<file path="src/rtl/mem_arb_pkg.sv">
// mem_arb_pkg: state encoding, owner encoding and default sizing for mem_arbiter
package mem_arb_pkg;
  localparam int DEF_MEM_LAT = 5;
  localparam int DEF_LINE_WORDS = 4;
  typedef logic [2:0] state_t;
  localparam state_t IDLE = 3'd0;
  localparam state_t WAIT = 3'd1;
  localparam state_t XFER = 3'd2;
  localparam state_t WRITE = 3'd3;
  localparam state_t DONE = 3'd4;
  localparam logic OWN_I = 1'b0;
  localparam logic OWN_D = 1'b1;
endpackage

</file>
<file path="src/rtl/mem_lat_counter.sv">
// mem_lat_counter: loadable down-counter with zero flag for the memory latency wait
module mem_lat_counter #(
  parameter int W = 3
) (
  input  logic         clk,
  input  logic         rst_n,
  input  logic         load,
  input  logic         dec,
  input  logic [W-1:0] load_val,
  output logic         zero
);
  logic [W-1:0] count;
  always_ff @(posedge clk or negedge rst_n)
    if (!rst_n) count <= '0;
    else count <= load ? load_val : dec ? count - 1'b1 : count;
  assign zero = count == '0;
endmodule

</file>
<file path="src/rtl/mem_arbiter.sv">
// mem_arbiter: shares one main-memory port between I-cache refills and D-cache fills/write-throughs
module mem_arbiter
  import mem_arb_pkg::*;
#(
  parameter int MEM_LAT = DEF_MEM_LAT,
  parameter int LINE_WORDS = DEF_LINE_WORDS,
  parameter int ADDR_W = 32,
  parameter int DATA_W = 32
) (
  input  logic                          CLK,
  input  logic                          CLR,
  input  logic                          IReq,
  input  logic [ADDR_W-1:0]             IAddr,
  input  logic                          DReq,
  input  logic                          DWrite,
  input  logic [ADDR_W-1:0]             DAddr,
  input  logic [DATA_W-1:0]             DWData,
  output logic [ADDR_W-1:0]             MemAddr,
  output logic                          MemWE,
  output logic [DATA_W-1:0]             MemWData,
  input  logic [DATA_W-1:0]             MemRData,
  output logic                          FillValid,
  output logic                          FillToD,
  output logic [$clog2(LINE_WORDS)-1:0] FillWord,
  output logic [DATA_W-1:0]             FillData,
  output logic                          IDone,
  output logic                          DDone,
  output logic                          Busy
);
  localparam int BW = $clog2(LINE_WORDS);
  localparam int CW = MEM_LAT > 1 ? $clog2(MEM_LAT) : 1;
  localparam logic [ADDR_W-1:0] LINE_MASK = ADDR_W'(LINE_WORDS * 4 - 1);
  localparam logic [ADDR_W-1:0] WORD_MASK = ADDR_W'(3);
  state_t state;
  logic owner, wr, last_d, lat_zero, grant, grant_d;
  logic [ADDR_W-1:0] base, grant_base;
  logic [DATA_W-1:0] wdata;
  logic [BW-1:0] beat;
  // D normally wins; lastD hands the next tie to I so it cannot starve
  assign grant = state == IDLE && (IReq || DReq);
  assign grant_d = DReq && !(IReq && last_d);
  assign grant_base = grant_d ? (DWrite ? DAddr & ~WORD_MASK : DAddr & ~LINE_MASK) : IAddr & ~LINE_MASK;
  mem_lat_counter #(.W(CW)) u_lat (
    .clk(CLK),
    .rst_n(CLR),
    .load(grant),
    .dec(state == WAIT && !lat_zero),
    .load_val(CW'(MEM_LAT - 1)),
    .zero(lat_zero)
  );
  always_ff @(posedge CLK or negedge CLR)
    if (!CLR) begin
      state <= IDLE;
      owner <= OWN_I;
      wr <= 1'b0;
      last_d <= 1'b0;
      base <= '0;
      wdata <= '0;
      beat <= '0;
    end else begin
      case (state)
        IDLE: if (grant) begin
          state <= WAIT;
          owner <= grant_d;
          wr <= grant_d && DWrite;
          base <= grant_base;
          wdata <= DWData;
        end
        WAIT: if (lat_zero) begin
          state <= wr ? WRITE : XFER;
          beat <= '0;
        end
        XFER: begin
          beat <= beat + 1'b1;
          if (beat == BW'(LINE_WORDS - 1)) state <= DONE;
        end
        WRITE: state <= DONE;
        DONE: begin
          last_d <= owner == OWN_D;
          state <= IDLE;
        end
        default: state <= IDLE;
      endcase
    end
  assign MemAddr = (state == WAIT || state == WRITE) ? base : state == XFER ? base + (ADDR_W'(beat) << 2) : '0;
  assign MemWE = state == WRITE;
  assign MemWData = MemWE ? wdata : '0;
  assign FillValid = state == XFER;
  assign FillToD = owner;
  assign FillWord = beat;
  assign FillData = MemRData;
  assign IDone = state == DONE && owner == OWN_I;
  assign DDone = state == DONE && owner == OWN_D;
  assign Busy = state != IDLE;
endmodule

</file>
<file path="config.mk">
export PLATFORM = sky130hd
export DESIGN_NAME = mem_arbiter
export DESIGN_NICKNAME = d
export VERILOG_FILES = /design/src/rtl/mem_arb_pkg.sv /design/src/rtl/mem_lat_counter.sv /design/src/rtl/mem_arbiter.sv
export SDC_FILE = /design/constraint.sdc
export NUM_CORES = 1
export LEC_CHECK = 0
export CORE_ASPECT_RATIO = 1.2
export CORE_MARGIN = 3
export CORE_UTILIZATION = 33
export CTS_CLUSTER_SIZE = 25
export DETAILED_ROUTE_END_ITERATION = 12
export PLACE_DENSITY = 0.68
export SLEW_MARGIN = 25
export SYNTH_ARGS = -nofsm -noshare
export SYNTH_HDL_FRONTEND = slang
export SYNTH_SLANG_ARGS = --single-unit
</file>
<file path="constraint.sdc">
create_clock -name CLK -period 3.23 [get_ports CLK]
set_input_delay 0.323 -clock CLK [delete_from_list [all_inputs] [get_ports CLK]]
set_output_delay 0.323 -clock CLK [all_outputs]
set_load 0.02 [all_outputs]
</file>
# --- Yosys cells after proc, flatten, opt, wreduce, memory -nomap -nowiden ---
# Index checks and enable logic that the tools add are counted.
word_totals:
  reg_bits: 75
  in_bits: 133
op_classes:
  n_addsub: 3
  n_eq_ne: 8
  muxes: 14
  bitwise: 1
  n_reduce_logical: 19
ops:
  columns: ["cell", "count"]
  rows:
  - ["$mux W32", 4]
  - ["$add A32 B4 Y32", 1]
  - ["$mux W3", 5]
  - ["$pmux W3 S4", 1]
  - ["$logic_and A1 B1 Y1", 7]
  - ["$eq A3 B2 Y1 const B", 2]
  - ["$logic_not A3 Y1", 2]
  - ["$mux W4", 1]
  - ["$ne A2 B1 Y1 const B", 2]
  - ["$pmux W2 S2", 1]
  - ["$reduce_and A2 Y1", 2]
  - ["$reduce_bool A2 Y1", 2]
  - ["$eq A3 B1 Y1 const B", 1]
  - ["$eq A3 B3 Y1 const B", 1]
  - ["$reduce_and A3 Y1", 1]
  - ["$reduce_bool A3 Y1", 1]
  - ["$sub A3 B1 Y3 const B", 1]
  - ["$add A2 B1 Y2 const B", 1]
  - ["$eq A2 B2 Y1 const B", 1]
  - ["$logic_not A1 Y1", 2]
  - ["$logic_or A1 B1 Y1", 2]
  - ["$mux W2", 1]
  - ["$ne A2 B2 Y1 const B", 1]
  - ["$mux W1", 1]
  - ["$not A1 Y1", 1]

# --- Depth between registers and ports, before layout ---
# Gate-level depths: netlist of the first run.
logic_depth:
  word_depth: 5
  ltp_mapped: 8
  depth_no_buf: 7

# --- Hierarchy ---
# From an unflattened synthesis of the first run, not the netlist that was laid out.
hier_totals:
  cells_unflattened: 572
  hier_area_um2: 4583.1
by_module_without_submodules:
  columns: ["mod", "n_inst", "cells_per_inst", "area_each_um2", "seq_area_each_um2"]
  rows:
  - ["mem_arbiter", 1, 553, 4401.7, 1751.7]
  - ["mem_lat_counter", 1, 19, 181.4, 75.1]

# --- Worst setup path before layout of the first run ---
# No wires, ideal clock.
synth_timing:
  path_kind: "register -> output"
  startpoint: "register beat[0], in the netlist FillWord[0]"
  endpoint: "output port MemAddr[20]"
  t_arrival_ns: 2.588
  t_required_ns: 2.907
  path_slack_ns: 0.319
  path_stages_with_launch: 8
  path_buffers: 1
  cell_sequence: "dfrtp_1 -> ha_1 -> fa_1 -> nand3_1 -> or4_1 -> buf_2 -> or4_1 -> a31oi_1"
synth_between:
  elab_chain_len: 3
synth_lines:
  columns: ["element", "line", "text"]
  rows:
  - ["start, declared", "mem_arbiter.sv:38", "logic [BW-1:0] beat;"]
  - ["start signal, assigned", "mem_arbiter.sv:74", "beat <= beat + 1'b1;"]
  - ["$add A32 B4 Y32", "mem_arbiter.sv:85", "assign MemAddr = (state == WAIT || state == WRITE) ? base : state == XFER ? base + (ADDR_W'(beat) << 2) : '0;"]
  - ["$mux W32 (2 in series)", "mem_arbiter.sv:85", null]
  - ["end, declared", "mem_arbiter.sv:18", "output logic [ADDR_W-1:0] MemAddr,"]
# No other way between the ends.

# --- Worst setup path after layout of the first run ---
layout_timing:
  startpoint: "register beat[1], in the netlist FillWord[1]"
  endpoint: "output port MemAddr[21]"
# Same word-level chain as after synthesis.

==> impl_results.md, run 1 <==
* DIE HEIGHT at 137 um
* Synth Area in Compound Gates at ~16%
* Required time of the worst setup path at a little under 3 ns
* Router iterations before antenna repair at 4
* Total grt overflow at 0
* CTS Buf Count at 9
* H-tree depth at 3
* Sequential share of the synthesized area at 38.5%
* Initial antenna violation count at 0
* Slew headroom at between 50% and 60%
* Adder-cell area share of the yosys netlist at 1.74%
* Cell type with the largest total area after synthesis: dfrtp_1
* Worst hold path class: in -> async
* Setup_tns at 0 ns
* Post-synthesis mux area share at roughly 5.9%
* Port buffer count at 164
* Clk sinks at 73
* Post-synthesis cell area at 4740 um^2
* Number of global-route vias before repair at 4731
* Ports at 237
* # diodes at 0
* Routed vias at 4725
* Die X at 115 um
* CTS tree: done
* Post-Synth Simple-Gate Area at between 20% and 30%
* Worst vdd ir at 0.380 mV
* Failing checks: hold timing
* Total track usage at between 10% and 20%
* Post-Synth XOR/XNOR Area at 0.185%
* Die Area at 15900 um^2
* Worst endpoint data arrival time at between 2 and 3 ns
* Reg2reg path depth at 8
* Slew @ Worst Pin at 0.691 ns
* Starting DRT DRC Count at 390
* Final hold violations at 2
* Vias per Instance at 5.35
* RSZ-0062 raised after global routing: false
* Sequential Area at 1830 um^2
* Static Leak at 0.00313 uW
* Antenna Violating Nets Remaining at 0
* Largest family of logic cells by synthesized area: simple AND/OR/NAND/NOR gates
* Gp weighted congestion at 0.841
* Final setup violation count at 0
* # Post-CTS Setup Buffers at 0
* Outcome: complete, but fails checks
* HPWL Detailed at 10.7 mm
* Multi-input logic area at 2460 um^2
* Cell Rows at 47
* CTS clk-pin slew, worst paths at ~0.06 ns
* First-pass GRT wire length at ~24 mm
* Synth unique cells at 57
* Final worst path period share at between 90% and 100%
* Finished Core Util at between 40% and 50%
* Synth cell count leaders: 158 x nand2_1, 73 x dfrtp_1, 46 x o21ai_0, 39 x clkbuf_1, 38 x and3_1
* Top-count cell post-synth: nand2_1
* Slew Limit Fails at 0
* WS Path Type: reg -> out
* FF-to-FF setup slack at 0.75 ns
* Post-synth top flop: dfrtp_1
* Async SR Flop Fraction at 100%
* Clock Path Buffers at 2
* Startpoint types: flop
* Synth Register Bits at 73
* Worst r2r src: state[0]
* CTS root buf: clkbuf_16
* Worst Skew at 0.00550 ns
* Routed WL per cell at 16.7 um
* Initial core utilization at between 30% and 40%
* Worst-Skew Late Latency at roughly 0.33 ns
* Mapped Cells at 590
* Syn Area/Cell at between 8 and 9 um^2
* CTS Hold Bufs at 0
* EDFF count, synth at 0
* Synth Warn # at 0
* Total Wirelength at between 10 and 15 mm
* DR DRC count at 0
* Largest net degree at the start of global routing at between 70 and 80
* Layout cells sized above 1 at 7.44%
* Max_cap viols at 0
* Layout fillers at 1321
* Minimum clock period after layout at 3.10 ns
* Fmax achieved at 322 MHz
* CP max FO at 6
* Core area at 13900 um^2
* Pwr Density at 871 nW/um^2
* Final #Nets at 846
* Hold Worst Slack at -0.00438 ns
* Post-synth top area share at 38.5%
* Reg-to-Reg End: base[7]
* Layout overhead on the synthesized area at 41.5%
* CP Capture Type: output port
* Top cells by area, synth: dfrtp_1 39%, nand2_1 13%, mux2i_1 5.9%
logic make-up after synthesis:
| group | after synthesis |
|---|---|
| adders and majority gates | 6 |
| and+or+nand+nor | 273 |
| xor gates and xnor gates | 1 |
| DFF | 73 |
| muxes | 28 |
| other | 1 |
| AOI/OAI and AO/OA | 115 |
| buffers and inverters | 93 |
report_power, final:
part / internal (uW) / switching, uW / total (uW) / leakage, uW
Clock: 680 / 403 / 1080 / 0.000153
Combinational: 1270 / 1660 / 2930 / 0.00207
Sequential: 1360 / 473 / 1830 / 0.000908
critical path, stage by stage, from the launching register on:
cell,delay (ns)
dfrtp_1,0.45
ha_1,0.33
a21oi_1,0.09
or4_4,0.54
or4_1,0.48
a31oi_1,0.20
dlygate4sd2_1,0.36
cell type report:
cell class / instances / share of cell area (%)
Clock buffer: 10 / 3.41
Multi-Input combinational cell: 425 / 36.7
Timing Repair Buffer: 187 / 27.5
Inverter: 11 / 0.615
Clock inverter: 6 / 1.34
Tap cell: 171 / 3.19
Sequential cell: 73 / 27.2
registers in the layout, summed over array words and instances, names as in the netlist:
signal / flops
last_d: 1
FillWord: 2
FillToD: 1
base: 30
state: 3
wdata: 32
u_lat.count: 3
wr: 1
cells in the final DEF, fill, tap and decap left out, drive strengths merged, types with 5 or more instances in the layout:
master         instances
a21oi                  7
a22o                   9
a31oi                  9
and3                  38
buf                   25
clkbuf                11
clkdlybuf4s50        147
dfrtp                 73
dlygate4sd2            7
dlymetal6s2s           6
ha                     5
inv                   12
mux2i                 28
nand2                158
nand3                 10
nand4                  7
nor2                  19
nor3                  10
nor4                   8
o21ai                 46
o31ai                  7
or4                    5
metrics by stage:
| stage | std cells | area, um^2 | setup WS (ns) | hold slack, ns | power [uW] |
|---|---|---|---|---|---|
| floorplan | 591 | 4750 | 0.319 | 0.0274 | 3590 |
| global placement | 866 | 6360 | 0.202 | 0.450 | 4710 |
| detailed placement | 867 | 6380 | 0.202 | 0.457 | 4850 |
| CTS | 883 | 6690 | 0.0639 | 0.184 | 5910 |
| global route | 883 | 6710 | 0.00800 | 0.0721 | 6300 |
| finish | 883 | 6710 | 0.126 | -0.00438 | 5840 |
repair_timing:
action	4_1_cts	5_1_grt
cloned	0	0
endpoints found under the setup margin	9	9
gates resized for setup	9	10
routing by layer:
metal	GRT usage [%]	routed length [um]	vias up	share of wire [%]
li1	-	-	2272	-
met1	23.4	6120	2264	41
met2	31.8	7310	166	50
met3	4.22	1050	23	7.1
met4	6.00	274	0	1.9
met5	0	0	-	0
worst max-delay path by stage:
stage / startpoint / end / depth (start not counted) / slack [ns]
finish: FillWord[1] / MemAddr[21] / 6 / 0.13
CTS: FillWord[0] / MemAddr[16] / 9 / 0.06
global route: FillWord[1] / MemAddr[21] / 6 / 0.008
global placement: base[2] / MemAddr[20] / 7 / 0.20
floorplan: FillWord[0] / MemAddr[20] / 7 / 0.32
detailed placement: FillWord[1] / MemAddr[21] / 6 / 0.20
Power figures use the tool's default switching activity.
==> run 2, diff against run 1 <==
PLACE_DENSITY = 0.72   (was 0.68)
SETUP_SLACK_MARGIN = 0.3   (was default)
==> impl_results.md, run 2 (synthesized netlist as in run 1, its figures left out) <==
* Final worst path period share at 89.9%
* CTS tree: done
* Crit path max-delay cell type: or4_4
* Pwr Density at 852 nW/um^2
* Largest regs: wdata (32), base (30)
* First-pass GRT wire length at 22.8 mm
* CTS Buf Count at 9
* Cell Rows at 47
* Worst-path cell chain: ha_4 > fa_2 > nand3_1 > or4_4 > buf_4 > o31a_1 > a31oi_1 > buf_4
* Commonest non-fill, non-tap cell in the layout: nand2_1
* Port buffer count at 164
* Vias per Instance at 5.35
* Slew headroom at 55.1%
* Startpoint types: flop
* Most frequent cells in the layout: 158 x nand2_1, 136 x clkdlybuf4s50_1, 69 x dfrtp_1, 44 x o21ai_0, 38 x and3_1
* Fmax achieved at 344 MHz
* CP dominant cell by count: buf_4
* Routed WL per cell at 16.8 um
* CP max FO at 8
* Antenna Violating Nets Remaining at 0
* Total Wirelength at ~15 mm
* Die X at 115 um
* Required time of the worst setup path at 2.91 ns
* Starting DRT DRC Count at 300
* GR Util met3 at under 10%
* Slew Limit Fails at 0
* Gp weighted congestion at between 0.8 and 0.9
* Met1 Use GR at between 20% and 30%
* Layout overhead on the synthesized area at 41.0%
* Max FFs per register at 32
* DIE HEIGHT at between 100 and 150 um
* Slew @ Worst Pin at a little under 0.7 ns
* Total track usage at 18.1%
* Routed vias at 4732
* Outcome: complete, but fails checks
* Worst vdd ir at 0.354 mV
* Minimum clock period after layout at 2.90 ns
* # diodes at 0
* Hold Worst Slack at -0.00749 ns
* Clock Path Buffers at 2
* Post-DP Area at 6340 um^2
* Final hold violations at 7
* Worst hold path class: in -> async
* Worst endpoint data arrival time at 2.58 ns
* CP Capture Type: output port
* Placed Cells at 865
* Setup_tns at 0 ns
* Die Area at ~16000 um^2
* Max_cap viols at 0
* Final #Nets at 847
* GRT busiest layer: met2
* Final setup violation count at 0
* HPWL Detailed at 10.7 mm
* Ports at around 240
* Router iterations before antenna repair at 5
* Total power at about 5700 uW
* Final Cell Area at 6690 um^2
* WS Path Type: reg -> out
* Worst-Skew Late Latency at 0.33 ns
* CTS clk-pin slew, worst paths at 0.06 ns
* CTS Hold Bufs at 0
* Clk sinks at 73
* Max stage delay on crit path at 0.51 ns
* Worst Skew at 0.00669 ns
* Final non-filler cell total at 884
* Layout cells sized above 1 at 10.7%
* Largest register by flop count: wdata
* Failing checks: hold timing
* H-tree depth at 3
* Static Leak at between 0.003 and 0.004 uW
* Initial antenna violation count at 0
* Met2 usage at between 30 and 40%
* Total grt overflow at 0
* Core area at approximately 14000 um^2
* Initial core utilization at 34.0%
* DR DRC count at 0
* Number of global-route vias before repair at about 4500
* Largest net degree at the start of global routing at 74
* CTS root buf: clkbuf_16
* RSZ-0062 raised after global routing: true
-- run 2: cell types whose count changed in the layout (fill, tap and decap cells not counted), sizes merged --
cell           previous run  this run
clkdlybuf4s50           147       136
buf                      25        33
clkbuf                   11        13
clkinvlp                  1         3
bufinv                    2         1
clkdlybuf4s15             1         2
dlygate4sd2               7         8
inv                      12        11
-- run 2: worst max-delay path, delay by kind of cell, from the launching register on --
| family | cells | cell delay [ns] |
|---|---|---|
| AO/OA/AOI/OAI | 2 | 0.50 |
| adder cells (fa/ha/maj) | 2 | 0.38 |
| buffers and inverters | 2 | 0.38 |
| flip-flops | 1 | 0.40 |
| AND/OR/NAND/NOR | 2 | 0.61 |
-- run 2: through the flow --
step	setup WS, ns	util [%]	hold slack [ns]
2_1_floorplan	0.319	-	0.0274
3_3_place_gp	0.208	45.5	0.450
3_5_place_dp	0.139	45.5	0.455
4_1_cts	0.127	47.5	0.176
5_1_grt	0.258	48.0	0.0650
6_report	0.325	48.0	-0.00749
-- run 2: path summary, 6_finish.rpt --
| path | start | to | slack [ns] | cells after the start |
|---|---|---|---|---|
| min reg2reg | wdata[11] | wdata[11] | 0.47 | 2 |
| max in group asynchronous | CLR | base[8] | 2.70 | 1 |
| max reg2reg | state[0] | wdata[20] | 1.07 | 7 |
| min in group CLK | wdata[11] | wdata[11] | 0.47 | 2 |
| max | base[2] | MemAddr[18] | 0.33 | 8 |
| min | CLR | base[23] | -0.007 | 1 |
-- run 2: layout make-up --
cell class / instances / area, um^2
Clock buffer: 10 / 229
Clock inverter: 6 / 67.6
Fill cell: 1330 / 7250
Inverter: 11 / 45.0
Multi-Input combinational cell: 425 / 2520
Sequential cell: 73 / 1830
Tap cell: 171 / 214
Timing Repair Buffer: 188 / 1780
-- run 2: power by group --
part / switching (uW) / total (uW) / internal [uW]
sequential: 468 / 1830 / 1360
combinational: 1680 / 2880 / 1200
clock: 394 / 995 / 601
total: 2540 / 5700 / 3160
-- run 2: metal layers --
metal	vias to the layer above	share of wire [%]	wire length [um]
met5	-	0	0
met4	0	2.1	307
met3	21	6.9	1020
met2	186	51	7580
met1	2262	40	5960
li1	2263	-	-
-- run 2: what timing repair did --
action,in CTS,in global routing
pin swaps,1,4
buffers inserted,0,3
resized for setup,50,33
endpoints found under the setup margin,25,52
==> run 3, diff against run 2 <==
CORE_MARGIN = 5   (was 3)
HOLD_SLACK_MARGIN = 0.06   (was default)
==> impl_results.md, run 3 (synthesized netlist as in run 1, its figures left out) <==
* CTS clk-pin slew, worst paths at 0.06 ns
* Worst hold path class: in -> async
* Final worst path period share at 90.4%
* Worst r2r src: state[0]
* Vias per Instance at 5.17
* Routed vias at 4607
* Cell Rows at 48
* Worst endpoint data arrival time at 2.60 ns
* Antenna Violating Nets Remaining at 0
* # diodes at 0
* Final setup violation count at 0
* Routed WL per cell at 16.3 um
* Largest register by flop count: wdata
* Startpoint types: flop
* Layout cells sized above 1 at 10.9%
* Pwr Density at 851 nW/um^2
* RSZ-0062 raised after global routing: true
* First-pass GRT wire length at 22.8 mm
* Final #Nets at 850
* Final hold violations at 0
* CTS Buf Count at 9
* Max_cap viols at 0
* Most frequent cells in the layout: 158 x nand2_1, 136 x clkdlybuf4s50_1, 70 x dfrtp_1, 44 x o21ai_0, 38 x and3_1
* Slew Limit Fails at 0
* Number of global-route vias before repair at 4463
* Reg2reg path depth at 7
* CTS root buf: clkbuf_16
* FF-to-FF setup slack at 0.93 ns
* DR DRC count at 0
* Clk sinks at 73
* Worst vdd ir at 0.307 mV
* Die Area at 16900 um^2
* Fmax achieved at 342 MHz
* CTS tree: done
* Commonest non-fill, non-tap cell in the layout: nand2_1
* Layout fillers at 1377
* Static Leak at ~0.0031 uW
* Starting DRT DRC Count at 285
* Slew headroom at 53.4%
* Total track usage at 16.8%
* Die X at 119 um
* Ports at 237
* Initial antenna violation count at 1
* Slew @ Worst Pin at 0.699 ns
* WS Path Type: reg -> out
* Post-DP Area at 6360 um^2
* HPWL Detailed at 10.3 mm
* Clock Path Buffers at 2
* Placed Cells at ~870
* Largest net degree at the start of global routing at 74
* Worst-Skew Late Latency at 0.34 ns
* Reg-to-Reg End: base[4]
* Max FFs per register at 32
* Total Wirelength at 14.5 mm
* Minimum clock period after layout at 2.92 ns
* CP Capture Type: output port
* CP max FO at 5
* Hold Worst Slack at around 0.0016 ns
* Outcome: complete, no violations
* Final non-filler cell total at between 800 and 900
* Router iterations before antenna repair at 5
* Layout overhead on the synthesized area at 41.2%
* Setup_tns at 0 ns
* Total grt overflow at 0
* H-tree depth at 3
* Worst Skew at 0.00555 ns
* Largest regs: wdata (32), base (30)
* Required time of the worst setup path at 2.91 ns
* Port buffer count at 164
* Initial core utilization at 33.3%
* Final Cell Area at 6700 um^2
* Gp weighted congestion at a little under 0.9
* Core area at 14200 um^2
* DIE HEIGHT at 141 um
## run 3: cell types whose count changed in the layout (fill, tap and decap cells not counted), sizes merged
cell and delta:
clkdlybuf4s15 -2, dlymetal6s2s -1, clkbuf +3, buf +1
dlygate4sd2 +2
## run 3: metrics by stage
step,power [uW],setup slack (ns),util [%]
global route,6150,0.204,47.1
detailed placement,4780,0.0933,44.7
finish,5700,0.309,47.1
CTS,5710,0.195,46.7
global placement,4720,0.190,44.7
floorplan,3590,0.319,-
## run 3: critical path, stage by stage, from the launching register on
cell and delay (ns):
dfrtp_1 0.37, ha_2 0.21, fa_2 0.22, nand3_1 0.09, or4_4 0.54, buf_4 0.17
o31a_1 0.27, a31oi_1 0.18, buf_2 0.21
## run 3: layout make-up
type                            count  area, um^2  share of cell area, %
Multi-Input combinational cell    425        2500                   37.3
Sequential cell                    73        1830                   27.3
Timing Repair Buffer              191        1810                   27.0
Clock buffer                       10         229                   3.42
Tap cell                          175         219                   3.27
Clock inverter                      6        67.6                   1.01
Inverter                           11        45.0                  0.673
## run 3: repair_timing
| item | in CTS | in global routing |
|---|---|---|
| buffers inserted | 1 | 2 |
| pin swaps | 0 | 4 |
| hold endpoints to repair | 0 | 0 |
| resized for setup | 52 | 26 |
| hold buffers | 0 | 0 |
| endpoints found under the setup margin | 28 | 29 |
## run 3: worst max-delay path by stage
stage / depth (start not counted) / endpoint / startpoint
2_1_floorplan: 7 / MemAddr[20] / FillWord[0]
3_3_place_gp: 7 / MemAddr[20] / base[2]
3_5_place_dp: 8 / MemAddr[18] / base[2]
4_1_cts: 8 / MemAddr[18] / base[2]
5_1_grt: 8 / MemAddr[18] / FillWord[0]
6_report: 8 / MemAddr[18] / base[2]
## run 3: report_power, final
part / switching (uW) / total (uW) / internal [uW]
Clock: 404 / 1010 / 601
Sequential: 455 / 1810 / 1360
Combinational: 1660 / 2880 / 1220
Total: 2520 / 5700 / 3180
## run 3: per-layer routing
layer  vias up  part of all wire [%]  GRT usage [%]
li1       2275                     -              -
met1      2142                    42           20.5
met2       174                    48           28.3
met3        14                   8.4           5.42
met4         2                   1.1           5.37
met5         -                 0.090              0
